## src/rtl/uart_tx_scheduler_if.sv

```systemverilog
// Requester-side and UART-side signal bundle for uart_tx_scheduler.
// The master drives requests and observes the scheduler; the slave is the scheduler itself.
interface uart_tx_scheduler_if #(
  parameter int NUM_REQ = 4
);
  logic [NUM_REQ-1:0]   req;
  logic [8*NUM_REQ-1:0] req_data;
  logic [2*NUM_REQ-1:0] req_baud;
  logic [NUM_REQ-1:0]   gnt;
  logic [NUM_REQ-1:0]   done;
  logic [7:0]           data_out;
  logic [1:0]           baud_sel_out;
  logic                 start;
  logic                 busy;

  modport master (
    output req, req_data, req_baud,
    input  gnt, done, data_out, baud_sel_out, start, busy
  );

  modport slave (
    input  req, req_data, req_baud,
    output gnt, done, data_out, baud_sel_out, start, busy
  );
endinterface

```

## src/rtl/uart_tx_scheduler.sv

```systemverilog
// Round-robin scheduler sharing one UART transmitter between NUM_REQ requesters:
// latches a winner's byte/baud, settles on a baud change, holds start for one frame.
module uart_tx_scheduler #(
  parameter int NUM_REQ      = 4,
  parameter int FRAME_TICKS  = 11,
  parameter int SETTLE_TICKS = 2
) (
  input  logic                  Clk,
  input  logic                  reset,
  input  logic                  baud_tick,
  uart_tx_scheduler_if.slave    bus
);

  localparam int          MAX_TICKS = (FRAME_TICKS > SETTLE_TICKS) ? FRAME_TICKS : SETTLE_TICKS;
  localparam int          CNT_W     = $clog2(MAX_TICKS + 1);
  localparam int          IDX_W     = $clog2(NUM_REQ);
  localparam int unsigned NREQ_U    = NUM_REQ;

  localparam logic [CNT_W-1:0] FRAME_LAST  = CNT_W'(FRAME_TICKS - 1);
  localparam logic [CNT_W-1:0] SETTLE_LAST = CNT_W'(SETTLE_TICKS - 1);
  localparam logic [IDX_W-1:0] LAST_IDX    = IDX_W'(NUM_REQ - 1);

  typedef enum logic [1:0] {
    IDLE,
    SETTLE,
    SEND,
    DONE
  } state_t;

  state_t               state_q, state_d;
  logic [NUM_REQ-1:0]   gnt_q, gnt_d;
  logic [7:0]           data_q, data_d;
  logic [1:0]           baud_q, baud_d;
  logic [CNT_W-1:0]     cnt_q, cnt_d;
  logic [IDX_W-1:0]     ptr_q, ptr_d;
  logic [IDX_W-1:0]     win_q, win_d;

  logic                 found;
  logic [IDX_W-1:0]     arb_idx;
  int unsigned          scan;
  logic [IDX_W-1:0]     scan_idx;

  // Round-robin scan starting at ptr; the first requester found wins.
  always_comb begin
    found    = 1'b0;
    arb_idx  = '0;
    scan     = 0;
    scan_idx = '0;
    for (int unsigned i = 0; i < NREQ_U; i++) begin
      scan     = (32'(ptr_q) + i) % NREQ_U;
      scan_idx = IDX_W'(scan);
      if (!found && bus.req[scan_idx]) begin
        found   = 1'b1;
        arb_idx = scan_idx;
      end
    end
  end

  always_comb begin
    state_d = state_q;
    gnt_d   = gnt_q;
    data_d  = data_q;
    baud_d  = baud_q;
    cnt_d   = cnt_q;
    ptr_d   = ptr_q;
    win_d   = win_q;

    unique case (state_q)
      IDLE: begin
        if (found) begin
          gnt_d   = NUM_REQ'(1) << arb_idx;
          win_d   = arb_idx;
          data_d  = bus.req_data[{arb_idx, 3'b000} +: 8];
          baud_d  = bus.req_baud[{arb_idx, 1'b0} +: 2];
          cnt_d   = '0;
          state_d = (baud_d != baud_q) ? SETTLE : SEND;
        end
      end

      SETTLE: begin
        if (baud_tick) begin
          if (cnt_q == SETTLE_LAST) begin
            state_d = SEND;
            cnt_d   = '0;
          end else begin
            cnt_d = cnt_q + 1'b1;
          end
        end
      end

      SEND: begin
        if (baud_tick) begin
          if (cnt_q == FRAME_LAST) begin
            state_d = DONE;
            cnt_d   = '0;
          end else begin
            cnt_d = cnt_q + 1'b1;
          end
        end
      end

      DONE: begin
        state_d = IDLE;
        gnt_d   = '0;
        ptr_d   = (win_q == LAST_IDX) ? '0 : win_q + 1'b1;
      end

      default: begin
        state_d = IDLE;
      end
    endcase
  end

  always_ff @(posedge Clk or posedge reset) begin
    if (reset) begin
      state_q <= IDLE;
      gnt_q   <= '0;
      data_q  <= '0;
      baud_q  <= '0;
      cnt_q   <= '0;
      ptr_q   <= '0;
      win_q   <= '0;
    end else begin
      state_q <= state_d;
      gnt_q   <= gnt_d;
      data_q  <= data_d;
      baud_q  <= baud_d;
      cnt_q   <= cnt_d;
      ptr_q   <= ptr_d;
      win_q   <= win_d;
    end
  end

  // start and done are decoded from the registered state, so they move on the same edge as busy/gnt.
  assign bus.gnt          = gnt_q;
  assign bus.done         = (state_q == DONE) ? gnt_q : '0;
  assign bus.data_out     = data_q;
  assign bus.baud_sel_out = baud_q;
  assign bus.start        = (state_q == SEND);
  assign bus.busy         = (state_q != IDLE);

endmodule
```

## src/flat_wrapper.sv

```systemverilog
// flat-port wrapper written by rule: the top's interface ports become plain ports
module uart_tx_scheduler_flat 
#(
  parameter int NUM_REQ      = 4,
  parameter int FRAME_TICKS  = 11,
  parameter int SETTLE_TICKS = 2
)
  (Clk, reset, baud_tick, bus_req, bus_req_data, bus_req_baud, bus_gnt, bus_done, bus_data_out, bus_baud_sel_out, bus_start, bus_busy);
  uart_tx_scheduler_if #(.NUM_REQ(NUM_REQ)) bus_i ();
  input  logic Clk;
  input  logic reset;
  input  logic baud_tick;
  input wire logic [$bits(bus_i.req)-1:0] bus_req;
  input wire logic [$bits(bus_i.req_data)-1:0] bus_req_data;
  input wire logic [$bits(bus_i.req_baud)-1:0] bus_req_baud;
  output wire logic [$bits(bus_i.gnt)-1:0] bus_gnt;
  output wire logic [$bits(bus_i.done)-1:0] bus_done;
  output wire logic [$bits(bus_i.data_out)-1:0] bus_data_out;
  output wire logic [$bits(bus_i.baud_sel_out)-1:0] bus_baud_sel_out;
  output wire logic [$bits(bus_i.start)-1:0] bus_start;
  output wire logic [$bits(bus_i.busy)-1:0] bus_busy;
  assign bus_i.req = bus_req;
  assign bus_i.req_data = bus_req_data;
  assign bus_i.req_baud = bus_req_baud;
  assign bus_gnt = bus_i.gnt;
  assign bus_done = bus_i.done;
  assign bus_data_out = bus_i.data_out;
  assign bus_baud_sel_out = bus_i.baud_sel_out;
  assign bus_start = bus_i.start;
  assign bus_busy = bus_i.busy;
  uart_tx_scheduler #(.NUM_REQ(NUM_REQ), .FRAME_TICKS(FRAME_TICKS), .SETTLE_TICKS(SETTLE_TICKS)) u_core (.Clk(Clk), .reset(reset), .baud_tick(baud_tick), .bus(bus_i));
endmodule
```

## config.mk

```make
export PLATFORM = sky130hd
export DESIGN_NAME = uart_tx_scheduler_flat
export DESIGN_NICKNAME = d
export VERILOG_FILES = /design/src/rtl/uart_tx_scheduler_if.sv /design/src/rtl/uart_tx_scheduler.sv /design/src/flat_wrapper.sv
export SDC_FILE = /design/constraint.sdc
export NUM_CORES = 1
export LEC_CHECK = 0
export ABC_AREA = 1
export ABC_CLOCK_PERIOD_IN_PS = 2750
export CORE_ASPECT_RATIO = 1.25
export CORE_MARGIN = 8
export CORE_UTILIZATION = 45
export DETAILED_ROUTE_END_ITERATION = 12
export PLACE_DENSITY = 0.9
export SLEW_MARGIN = 20
export SYNTH_ARGS = -nofsm -noshare
export SYNTH_HDL_FRONTEND = slang
export SYNTH_SLANG_ARGS = --single-unit
```

## constraint.sdc

```tcl
create_clock -name Clk -period 2.75 [get_ports Clk]
set_clock_uncertainty 0.15 [all_clocks]
set_input_delay 0.6875 -clock Clk [delete_from_list [all_inputs] [get_ports Clk]]
set_output_delay 0.6875 -clock Clk [all_outputs]
set_load 0.02 [all_outputs]
```

# After elaboration in Yosys (flattened, before gate mapping)
# Cells that the tools add are included.
totals:
  wordCells: 78
  register_bits: 24
classes:
  n_eq_ne: 12
  n_addsub: 5
  magnitude_cmp: 4
  reduce_logical: 14
  muxes: 33
  shift: 3
ops:
  columns: ["cell", "count"]
  rows:
  - ["32-bit by 6-bit variable part select with 8-bit output", 1]
  - ["4-bit two-way mux", 7]
  - ["2-bit two-way mux", 11]
  - ["2-bit by 3-bit < comparator with 1-bit output, second input constant", 4]
  - ["4-bit case mux with 3 select lines", 1]
  - ["1-bit binary-select mux with 2-bit select", 4]
  - ["1-bit two-way mux", 8]
  - ["2-bit case mux with 4 select lines", 1]
  - ["4-bit case mux with 2 select lines", 1]
  - ["8-bit by 4-bit variable part select with 2-bit output", 1]
  - ["2-bit == test, second input constant", 3]
  - ["2-bit by 1-bit inequality test with 1-bit output, second input constant", 3]
  - ["5-bit AND reduction", 1]
  - ["2-bit by 1-bit adder with 2-bit output, second input constant", 2]
  - ["2-bit adder, second input constant", 2]
  - ["4-bit by 1-bit adder with 4-bit output, second input constant", 1]
  - ["4-bit by 1-bit == test with 1-bit output, second input constant", 1]
  - ["4-bit == test, second input constant", 1]
  - ["2-bit inequality test, second input constant", 2]
  - ["2-bit AND reduction", 2]
  - ["4-bit AND reduction", 1]
  - ["2-bit nonzero test", 2]
  - ["1-bit by 2-bit << shifter with 4-bit output, first input constant", 1]
  - ["1-bit logical AND", 3]
  - ["5 further kinds", 7]

# Logic depth before layout (Yosys ltp)
# Gate-level depths: netlist of the first run.
depth:
  depth_word: 17
  mapped_depth: 20
  depth_no_buf: 19

# Worst setup path after synthesis of the first run
# Ideal clock, no wire load.
synth_timing:
  kind: "input-to-reg"
  startpoint: "input bus_req[2]"
  endpoint: "register u_core.state_q[1]"
  setup_time_ps: 116
  stages: 19
  n_path_buf: 1
  setup_slack_ps: 562
  t_arrival_ps: 1922
  path_cell_list: "inv_1 -> nand2_1 -> nand3_2 -> nand2_2 -> inv_1 -> nand2_1 -> nand2_2 -> nand3_2 -> buf_6 -> nand2_1 -> nand2_1 -> nand2_1 -> nand2_1 -> nand2_1 -> nand2_1 -> nand2_1 -> nand2_1 -> nand2_1 -> nand2_1"
synth_between:
  elab_chain_cells: 17
synth_rtl:
  columns: ["item", "line", "rtl"]
  rows:
  - ["start, declared", "flat_wrapper.sv:13", "input wire logic [$bits(bus_i.req)-1:0] bus_req;"]
  - ["1-bit binary-select mux with 2-bit select", "uart_tx_scheduler.sv:52", "if (!found && bus.req[scan_idx]) begin"]
  - ["1-bit two-way mux (implied by the code)", "uart_tx_scheduler.sv:52", null]
  - ["1-bit two-way mux", "uart_tx_scheduler.sv:52", null]
  - ["1-bit logical NOT", "uart_tx_scheduler.sv:52", null]
  - ["1-bit logical AND", "uart_tx_scheduler.sv:52", null]
  - ["1-bit two-way mux", "uart_tx_scheduler.sv:52", null]
  - ["1-bit logical NOT", "uart_tx_scheduler.sv:52", null]
  - ["1-bit logical AND", "uart_tx_scheduler.sv:52", null]
  - ["1-bit two-way mux", "uart_tx_scheduler.sv:52", null]
  - ["1-bit logical NOT", "uart_tx_scheduler.sv:52", null]
  - ["1-bit logical AND", "uart_tx_scheduler.sv:52", null]
  - ["2-bit two-way mux", "uart_tx_scheduler.sv:52", null]
  - ["8-bit by 4-bit variable part select with 2-bit output", "uart_tx_scheduler.sv:74", "baud_d = bus.req_baud[{arb_idx, 1'b0} +: 2];"]
  - ["2-bit inequality test", "uart_tx_scheduler.sv:76", "state_d = (baud_d != baud_q) ? SETTLE : SEND;"]
  - ["2-bit two-way mux", "uart_tx_scheduler.sv:76", null]
  - ["2-bit two-way mux", "uart_tx_scheduler.sv:70", "if (found) begin"]
  - ["2-bit case mux with 4 select lines", "uart_tx_scheduler.sv:68", "unique case (state_q)"]
  - ["end signal, assigned", "uart_tx_scheduler.sv:124", "state_q <= state_d;"]
  - ["end, declared", "uart_tx_scheduler.sv:30", "state_t state_q, state_d;"]
# Several ways; a longest one is shown, not always the timed one. The select of a mux whose other input is x is not followed.
# A chain may end at the register's enable or synchronous reset.

# Worst setup path in the final report of the first run
layout_timing:
  startpoint: "input bus_req[0]"
  endpoint: "register u_core.state_q[1]"
# Same word-level chain as after synthesis.

==> impl_metrics.env, run 1 <==
export IMPL_antenna_cells=0
export IMPL_async_flop_share_pct=100
export IMPL_clk_path_buf_depth=2
export IMPL_cts_buffers=3
export IMPL_slowest_delay_ns=0.48
export IMPL_dpl_cell_area_sq_um=2660
export IMPL_place_ws_ns=-0.0857
export IMPL_yosysSeqAreaShare_pct=32.7
export IMPL_synth_most_common_cell="nand2_1"
export IMPL_die_w_um=73.2
export IMPL_multiInputGateArea_sq_um=1080
export IMPL_fmax_ghz=0.382
export IMPL_synth_ff_type="dfrtp_1"
export IMPL_mappedNetlistArea_sq_um=1840
export IMPL_irDropWorstVdd_v=0.000716
export IMPL_crit_slowest_cell="clkdlybuf4s50_1"
export IMPL_setup_viol=0
export IMPL_syn_to_final_growth_pct=49.7
export IMPL_clock_sinks=24
export IMPL_worstSetupEndpointType="flip-flop"
export IMPL_drc=0
export IMPL_synth_top_area_share_pct=32.7
export IMPL_cp_max_fo=7
export IMPL_io_pins=67
export IMPL_worstSetupPathType="in -> reg"
export IMPL_post_cts_buffers=0
export IMPL_cts_hold_buf=0
export IMPL_cp_common_cell="nand2_1"
export IMPL_status="completed"
export IMPL_nNetsFinal=395
export IMPL_ys_seq_elements=24
export IMPL_grt_pass1_vias=2126
export IMPL_fillCellCount=321
export IMPL_io_buffers=66
export IMPL_routedWlPerCell_um=14.5
export IMPL_core_region_area_sq_um=4000
export IMPL_synth_distinct_cells=30
export IMPL_synthesis_nets=314
export IMPL_ant_nets=0
export IMPL_ys_warn_count=0
export IMPL_cts_tree="done"
export IMPL_syn_avg_cell_area_sq_um=7.07
export IMPL_crit_path_start_kind="primary input"
export IMPL_firstDrtPassIters=5
export IMPL_syn_inst=260
export IMPL_yosys_top_cells_area="dfrtp_1 (33%), nand2_1 (18%), inv_1 (6.9%)"
export IMPL_antenna_found_initial=0
export IMPL_worstMarginPinSlew_ns=0.400
export IMPL_viasPerCell=5.20
export IMPL_synth_edf_count=0
export IMPL_cp_cell_sequence="clkdlybuf4s50_1 > inv_1 > nand2_1 > nand3_1 > nand2_1 > inv_2 > nand3b_1 > nand3_2 > nand2_2 > inv_2 > nand2_1 > nand2_1 > nand2_1 > nand2_1 > nand2_1 > nand2_1 > nand2_1 > nand2_1"
export IMPL_die_area_sq_um=6400
export IMPL_layout_drive_gt1_share_pct=15.3
export IMPL_drt_iter0_markers=89
export IMPL_hold_viol=0
export IMPL_crit_family="simple AND/OR/NAND/NOR gates"
export IMPL_drv_cap=0
export IMPL_p_leak_uw=0.00130
export IMPL_grt_pass1_wl_um=9430
export IMPL_die_y_um=87.5
export IMPL_grt_max_degree=25
export IMPL_power_uw=3750
export IMPL_finalCriticalPeriod_ns=2.62
export IMPL_grt_total_usage_pct=18.7
export IMPL_slew_headroom_pct=73.0
export IMPL_holdCritPathClass="reg -> reg"
export IMPL_path_buf_inv=4
export IMPL_htree_levels=1
export IMPL_finalCritPeriodShare_pct=95.3
export IMPL_cp_arrival_ns=2.64
export IMPL_worstPathRequired_ns=2.77
export IMPL_gp_congestion=0.887
export IMPL_yosys_top_cells_count="nand2_1 (86), inv_1 (34), dfrtp_1 (24)"
export IMPL_gr_total_overflow=0
export IMPL_clock_latency_ns=0.28
export IMPL_start_util_pct=46.0
export IMPL_layout_setup_ws_ns=0.130
export IMPL_powerDensity_nw_per_um2=1360
export IMPL_seq_area_sq_um=601
export IMPL_hpwl_um=4430
export IMPL_path_clk_slew_ns=0.09
export IMPL_yosys_area_top_type="dfrtp_1"
export IMPL_cts_root_buf="clkbuf_8"
export IMPL_final_area_sq_um=2750
export IMPL_drt_wl_total_um=5730
export IMPL_vias=2058
export IMPL_finalMaxSlewViolations=0
export IMPL_fp_row_count=26
-- routing by layer --
| metal | up-vias | part of all wire, % | global-route usage (%) |
|---|---|---|---|
| met1 | 966 | 38 | 19.2 |
| met4 | 0 | 3.6 | 10.9 |
| li1 | 1015 | - | - |
| met5 | - | 0 | 0 |
| met2 | 60 | 53 | 33.7 |
| met3 | 17 | 5.0 | 3.69 |
-- flip-flops by register name (all words and copies together) (netlist names) --
signal and count:
u_core.bus.baud_sel_out 2, u_core.bus.data_out 8, u_core.bus.gnt 4, u_core.cnt_q 4
u_core.ptr_q 2, u_core.state_q 2, u_core.win_q 2
-- cell families (layout without fill, tap and decap cells) --
| logic type | after synthesis | in the layout | synth area share, % |
|---|---|---|---|
| buf+inv | 43 | 123 | 9.66 |
| simple gates | 141 | 141 | 37.7 |
| compound gates | 45 | 45 | 15.2 |
| flops | 24 | 24 | 32.7 |
| fa+ha+maj | 7 | 7 | 4.76 |
-- where the power goes --
| group | switching (uW) | internal (uW) |
|---|---|---|
| sequential | 122 | 508 |
| clock | 129 | 195 |
| combinational | 1670 | 1120 |
| total | 1930 | 1830 |
-- path summary, 6_finish.rpt --
kind / start / to / slack [ns] / cells after the start
max: bus_req[0] / u_core.state_q[1] / 0.13 / 18
min: u_core.bus.data_out[2] / u_core.bus.data_out[2] / 0.34 / 2
max reg2reg: u_core.ptr_q[0] / u_core.state_q[1] / 0.37 / 18
min reg2reg: u_core.bus.data_out[2] / u_core.bus.data_out[2] / 0.34 / 2
max in group asynchronous: reset / u_core.state_q[1] / 1.61 / 3
min in group asynchronous: reset / u_core.bus.data_out[4] / 0.59 / 3
-- per-stage QoR --
step                      TNS [ns]  utilization (%)  hold slack (ns)  instances
after floorplan                  0                -            0.307        260
after global placement    -0.00612             66.5            0.315        392
after detailed placement    -0.399             66.5            0.320        392
after CTS                        0             68.3            0.347        396
after global routing       -0.0518             68.8            0.384        396
final                            0             68.8            0.344        396
-- tightest hold or removal path, cell delays in order (launching register included) --
cell and delay, ns:
dfrtp_1 0.35, nand2_1 0.06, nand2_1 0.05
-- cell type report --
type,instances,share of cell area [%]
repair buffers,81,28.5
clock buffers,3,1.50
flip-flops and latches,24,21.8
clock inverters,1,1.09
multi-input cells,193,39.3
well taps,56,2.55
inverters,38,5.18
-- placed cells by master, fill, tap and decap left out --
cell type and n:
inv_1 33, nand3_1 11, nand3_4 2, o22ai_1 1, o31ai_1 2, o21ai_0 14
buf_12 1, ha_2 1, nand3_2 4, nor3_1 2, nor2_4 2, buf_4 14
a41oi_1 6, o21ai_2 1, nand2_4 3, and3_1 1, inv_2 5, a31oi_1 2
clkdlybuf4s50_1 66, nand2_1 85, nand2_2 13, dfrtp_1 24, clkbuf_8 3, a22oi_1 4
bufinv_16 1, o32ai_1 2, nor2_1 9, o211ai_1 1, a21oi_2 1, nand3b_1 1
nand4_1 7, ha_1 6, nor2_8 1, a21oi_1 11
-- repair_timing --
| item | 4_1_cts | 5_1_grt |
|---|---|---|
| gates resized for setup | 0 | 6 |
| endpoints found under the hold margin | 0 | 0 |
| endpoints found under the setup margin | 0 | 6 |
(Power assumes the default switching activity.)
==> inputs of run 2 (changes only) <==
--- a/config.mk
+++ b/config.mk
@@ -12,6 +12,7 @@
 export CORE_UTILIZATION = 45
 export DETAILED_ROUTE_END_ITERATION = 12
 export PLACE_DENSITY = 0.9
+export SETUP_SLACK_MARGIN = 0.4
 export SLEW_MARGIN = 20
 export SYNTH_ARGS = -nofsm -noshare
 export SYNTH_HDL_FRONTEND = slang
==> constraint.sdc (replaced) <==
create_clock -name Clk -period 2.75 [get_ports Clk]
set_clock_uncertainty 0.15 [all_clocks]
set_input_delay 0.275 -clock Clk [delete_from_list [all_inputs] [get_ports Clk]]
set_output_delay 0.275 -clock Clk [all_outputs]
set_load 0.02 [all_outputs]
==> run 2 against run 1 <==
Sequential share of layout area down 0.16 points. Global-route usage down 0.82 points. Power down 0.35%. Clock power about the same. Sequential power up 0.8%. Register-to-register slack better by 0.09 ns. Wire length up 7.1%.
==> impl_metrics.env, run 2 (synthesized netlist as in run 1, its figures left out) <==
export IMPL_status="completed"
export IMPL_vias=2097
export IMPL_cp_max_fo=9
export IMPL_finalCriticalPeriod_ns=2.29
export IMPL_finalCritPeriodShare_pct=83.5
export IMPL_utilization_pct=69.4
export IMPL_largest_reg_flops=8
export IMPL_core_region_area_sq_um=4000
export IMPL_worstSetupPathType="reg -> reg"
export IMPL_antenna_cells=0
export IMPL_ant_nets=0
export IMPL_syn_to_final_growth_pct=51.1
export IMPL_setup_viol=0
export IMPL_cts_hold_buf=0
export IMPL_drt_iter0_markers=108
export IMPL_io_pins=67
export IMPL_io_buffers=66
export IMPL_grt_pass1_vias=1988
export IMPL_drv_cap=0
export IMPL_drc=0
export IMPL_start_util_pct=46.0
export IMPL_hpwl_um=4340
export IMPL_layout_drive_gt1_share_pct=17.3
export IMPL_clock_sinks=24
export IMPL_fp_row_count=26
export IMPL_final_cell_mix="nand2_1 (79), clkdlybuf4s50_1 (66), inv_1 (33)"
export IMPL_hold_viol=0
export IMPL_worstRegToRegCells=10
export IMPL_powerDensity_nw_per_um2=1340
export IMPL_slowest_delay_ns=0.45
export IMPL_fmax_ghz=0.436
export IMPL_fillCellCount=306
export IMPL_worstMarginPinSlew_ns=0.490
export IMPL_worstPathRequired_ns=2.74
export IMPL_die_y_um=87.5
export IMPL_routedWlPerCell_um=15.6
export IMPL_finalMaxSlewViolations=0
export IMPL_firstDrtPassIters=4
export IMPL_drt_wl_total_um=6130
export IMPL_crit_family="simple AND/OR/NAND/NOR gates"
export IMPL_die_w_um=73.2
export IMPL_viasPerCell=5.35
export IMPL_antenna_found_initial=0
export IMPL_die_area_sq_um=6400
export IMPL_clk_path_buf_depth=2
export IMPL_path_clk_slew_ns=0.09
export IMPL_cts_tree="done"
export IMPL_cts_buffers=3
export IMPL_clock_latency_ns=0.27
export IMPL_crit_slowest_cell="dfrtp_1"
export IMPL_rsz0062_at_grt="true"
export IMPL_crit_path_start_kind="flip-flop"
export IMPL_cts_root_buf="clkbuf_8"
export IMPL_holdCritPathClass="in -> async"
export IMPL_gp_congestion=0.902
export IMPL_worstSetupEndpointType="flip-flop"
export IMPL_finalSetupTns_ns=0
export IMPL_crit_cells=10
export IMPL_slew_headroom_pct=67.0
export IMPL_htree_levels=1
export IMPL_final_common_cell="nand2_1"
export IMPL_grt_pass1_wl_um=9160
export IMPL_path_buf_inv=2
export IMPL_grt_total_usage_pct=17.9
export IMPL_power_uw=3740
export IMPL_irDropWorstVdd_v=0.000680
export IMPL_grt_max_degree=25
export IMPL_nNetsFinal=391
export IMPL_cp_cell_sequence="buf_6 > nand2_2 > nand3_2 > nand2_2 > inv_1 > nand3_2 > nand3_4 > and3_2 > a21oi_1 > a41oi_2"
export IMPL_cp_arrival_ns=2.29
export IMPL_p_leak_uw=0.00129
export IMPL_gr_total_overflow=0
-- run 2: cell count changes in the layout (fill, tap and decap cells not counted), moves of 2 or more --
cell / previous run / this run
buf_4: 14 / 8
nand2_1: 85 / 79
nand2_2: 13 / 18
a41oi_1: 6 / 2
a41oi_2: 0 / 4
buf_6: 0 / 2
inv_2: 5 / 3
inv_4: 0 / 2
-- run 2: timing repair --
action	CTS	global route
buffers inserted	0	5
endpoints found under the setup margin	6	10
endpoints found under the hold margin	0	0
gates cloned	0	1
gates resized for setup	2	20
pin swaps	0	9
-- run 2: area by class of cell --
cell class                 instances  area, sq um  share of cell area [%]
multi-input combinational        194         1140                    41.2
timing repair buffer              76          743                    26.7
sequential                        24          602                    21.7
inverter                          38          148                    5.31
tap                               56         70.1                    2.52
clock buffer                       3         41.3                    1.49
clock inverter                     1         30.0                    1.08
-- run 2: metal layers --
metal / up-vias / track usage [%] / share of wire (%)
met5: - / 0 / 0
met4: 0 / 8.58 / 3.5
met3: 23 / 3.92 / 6.2
met2: 87 / 31.7 / 54
met1: 983 / 19.3 / 36
li1: 1004 / - / -
-- run 2: where the power goes --
part           switching, uW  leakage, uW  internal [uW]
clock                    129    0.0000357            195
combinational           1740     0.000958           1040
sequential               125     0.000298            510
total                   1990      0.00129           1750
-- run 2: metrics by stage --
step	hold slack (ns)	instance area (sq um)	instances	setup WS, ns
floorplan	0.140	1840	260	0.760
global placement	0.322	2570	382	0.198
detailed placement	0.328	2570	382	0.130
CTS	0.215	2650	386	0.433
global route	0.227	2780	392	0.355
finish	0.200	2780	392	0.455
-- run 2: final timing paths --
path                            slack (ns)                          to              startpoint
worst max-delay path                  0.46      u_core.bus.data_out[0]         u_core.ptr_q[0]
worst min-delay path                  0.20  u_core.bus.baud_sel_out[1]                   reset
worst max register to register        0.46      u_core.bus.data_out[0]         u_core.ptr_q[0]
worst min register to register        0.35      u_core.bus.data_out[2]  u_core.bus.data_out[2]
max in group asynchronous             1.99             u_core.ptr_q[1]                   reset
min in group Clk                      0.35      u_core.bus.data_out[2]  u_core.bus.data_out[2]
-- run 2: worst register-to-register path, cell delays in order, from the launching register on --
cell and delay (ns):
dfrtp_1 0.45, buf_6 0.16, nand2_2 0.07, nand3_2 0.09
nand2_2 0.14, inv_1 0.08, nand3_2 0.18, nand3_4 0.15
and3_2 0.31, a21oi_1 0.24, a41oi_2 0.15
==> inputs of run 3 (changes only) <==
--- a/config.mk
+++ b/config.mk
@@ -6,12 +6,12 @@
 export NUM_CORES = 1
 export LEC_CHECK = 0
 export ABC_AREA = 1
-export ABC_CLOCK_PERIOD_IN_PS = 2750
+export ABC_CLOCK_PERIOD_IN_PS = 2000
 export CORE_ASPECT_RATIO = 1.25
 export CORE_MARGIN = 8
-export CORE_UTILIZATION = 45
+export CORE_UTILIZATION = 41
 export DETAILED_ROUTE_END_ITERATION = 12
-export PLACE_DENSITY = 0.9
+export PLACE_DENSITY = 0.86
 export SETUP_SLACK_MARGIN = 0.4
 export SLEW_MARGIN = 20
 export SYNTH_ARGS = -nofsm -noshare
==> constraint.sdc (replaced) <==
create_clock -name Clk -period 2 [get_ports Clk]
set_clock_uncertainty 0.15 [all_clocks]
set_input_delay 0.2 -clock Clk [delete_from_list [all_inputs] [get_ports Clk]]
set_output_delay 0.2 -clock Clk [all_outputs]
set_load 0.02 [all_outputs]
==> run 3 against run 2 <==
The run now ends with negative setup slack left. Global-route usage decreased by 0.94 points. Wire length rose by 9.6%. Sequential share of layout area down 2.4 points. Final area up 13%. Die area up 7.8%. Non-clock buffer count grew 25. Maximum frequency is 3.9% lower. Critical path depth is 3 higher. Setup slack got worse by 0.84 ns. Register-to-register slack got worse by 0.84 ns. Largest power group unchanged.
==> impl_metrics.env, run 3 (synthesized netlist as in run 1, its figures left out) <==
export IMPL_status="complete, but fails checks"
export IMPL_violations="negative setup slack"
export IMPL_cp_common_cell="nand2_4"
export IMPL_cp_arrival_ns=2.42
export IMPL_viasPerCell=5.26
export IMPL_p_leak_uw=0.00150
export IMPL_finalMaxSlewViolations=0
export IMPL_powerDensity_nw_per_um2=2010
export IMPL_reg2reg_slack_ns=-0.39
export IMPL_drt_iter0_markers=84
export IMPL_io_buffers=66
export IMPL_start_util_pct=42.2
export IMPL_cts_tree="done"
export IMPL_grt_pass1_wl_um=10000
export IMPL_hpwl_um=4380
export IMPL_gr_total_overflow=0
export IMPL_cts_hold_buf=0
export IMPL_holdCritPathClass="in -> async"
export IMPL_drt_wl_total_um=6720
export IMPL_clock_latency_ns=0.27
export IMPL_largest_reg_flops=8
export IMPL_die_area_sq_um=6900
export IMPL_ant_nets=0
export IMPL_finalSetupTns_ns=-4.12
export IMPL_hold_viol=0
export IMPL_worstSetupEndpointType="flip-flop"
export IMPL_routedWlPerCell_um=16.1
export IMPL_grt_total_usage_pct=16.9
export IMPL_vias=2198
export IMPL_drc=0
export IMPL_worstSetupPathType="reg -> reg"
export IMPL_antenna_found_initial=0
export IMPL_cts_root_buf="clkbuf_8"
export IMPL_die_y_um=90.9
export IMPL_worstMarginPinSlew_ns=0.335
export IMPL_crit_slowest_cell="dfrtp_1"
export IMPL_grt_util_met3_pct=5.38
export IMPL_antenna_cells=0
export IMPL_place_ws_ns=-0.415
export IMPL_fp_row_count=27
export IMPL_clk_path_buf_depth=2
export IMPL_die_w_um=75.9
export IMPL_grt_max_degree=25
export IMPL_setup_viol=18
export IMPL_final_cell_mix="nand2_1 (69), clkdlybuf4s50_1 (46), buf_4 (30)"
export IMPL_worstPathRequired_ns=2.03
export IMPL_cts_buffers=3
export IMPL_instances_no_fill=418
export IMPL_slew_headroom_pct=77.6
export IMPL_drv_cap=0
export IMPL_fmax_ghz=0.419
export IMPL_htree_levels=1
export IMPL_rsz0062_at_grt="true"
export IMPL_io_pins=67
export IMPL_crit_family="simple AND/OR/NAND/NOR gates"
export IMPL_dpl_cell_area_sq_um=2740
export IMPL_gp_congestion=0.808
export IMPL_grt_pass1_vias=2231
export IMPL_layout_setup_ws_ns=-0.389
export IMPL_grtUsageMet2_pct=29.7
export IMPL_dp_cells=397
export IMPL_firstDrtPassIters=4
export IMPL_slowest_delay_ns=0.45
export IMPL_final_area_sq_um=3140
export IMPL_finalCritPeriodShare_pct=119
export IMPL_busiest_layer="met2"
export IMPL_irDropWorstVdd_v=0.000908
export IMPL_path_clk_slew_ns=0.09
export IMPL_nNetsFinal=415
export IMPL_cp_cell_sequence="buf_2 > nand2_2 > nand2_2 > nand2_4 > nand2_4 > nor2_8 > nand3b_1 > nand3_2 > nand2_4 > buf_12 > nor2_4 > a22oi_1 > a31oi_1"
export IMPL_finalCriticalPeriod_ns=2.39
export IMPL_cp_max_fo=8
export IMPL_path_buf_inv=2
export IMPL_layout_drive_gt1_share_pct=33.6
export IMPL_crit_path_start_kind="flip-flop"
export IMPL_grt_use_met1_pct=17.6
export IMPL_clock_sinks=24
export IMPL_syn_to_final_growth_pct=70.8
export IMPL_final_common_cell="nand2_1"
export IMPL_core_region_area_sq_um=4360
## run 3: cell count changes in the layout (fill, tap and decap cells not counted), sizes merged
cell / delta
buf: +31
clkdlybuf4s50: -20
dlygate4sd2: +10
dlymetal6s2s: +4
nand3: -1
## run 3: stage by stage
| stage | hold slack, ns | util (%) | power [uW] |
|---|---|---|---|
| after detailed placement | 0.323 | 62.9 | 4820 |
| after floorplan | 0.0646 | - | 3440 |
| after global routing | 0.169 | 72.1 | 6720 |
| after global placement | 0.313 | 62.9 | 4690 |
| final | 0.113 | 72.1 | 6310 |
| after CTS | 0.126 | 66.8 | 5520 |
## run 3: path summary, 6_finish.rpt
| path | start | to | cells after the start |
|---|---|---|---|
| max | u_core.ptr_q[0] | u_core.bus.data_out[5] | 13 |
| min | reset | u_core.bus.data_out[6] | 3 |
| max reg2reg | u_core.ptr_q[0] | u_core.bus.data_out[5] | 13 |
| min reg2reg | u_core.bus.data_out[2] | u_core.bus.data_out[2] | 2 |
| max in group asynchronous | reset | u_core.ptr_q[1] | 3 |
| min in group Clk | u_core.bus.data_out[2] | u_core.bus.data_out[2] | 2 |
## run 3: final cells by class
type	instances	area, sq um
inverter	38	160
multi-input combinational	193	1270
clock buffer	3	41.3
fill	290	1220
clock inverter	1	30.0
sequential	24	604
timing repair buffer	101	958
tap	58	72.6
## run 3: metal layers
layer	up-vias	share of wire, %
li1	1059	-
met1	1030	37
met2	91	53
met3	18	6.9
met4	0	3.2
met5	-	0
## run 3: worst reg2reg max path: stages, from the launching register on
cell and delay [ns]:
dfrtp_1 0.45, buf_2 0.18, nand2_2 0.06, nand2_2 0.09, nand2_4 0.09, nand2_4 0.07
nor2_8 0.14, nand3b_1 0.13, nand3_2 0.14, nand2_4 0.10, buf_12 0.15, nor2_4 0.22
a22oi_1 0.15, a31oi_1 0.18
## run 3: repair_timing
item / 4_1_cts / 5_1_grt
setup endpoints to repair: 38 / 32
pin swaps: 4 / 20
gates cloned: 1 / 1
resized for setup: 37 / 67
buffers inserted: 2 / 13
## run 3: report_power, final
group / total, uW / internal, uW / switching (uW)
clock network: 427 / 268 / 159
registers: 879 / 705 / 174
logic: 5000 / 2120 / 2880
total: 6310 / 3100 / 3210
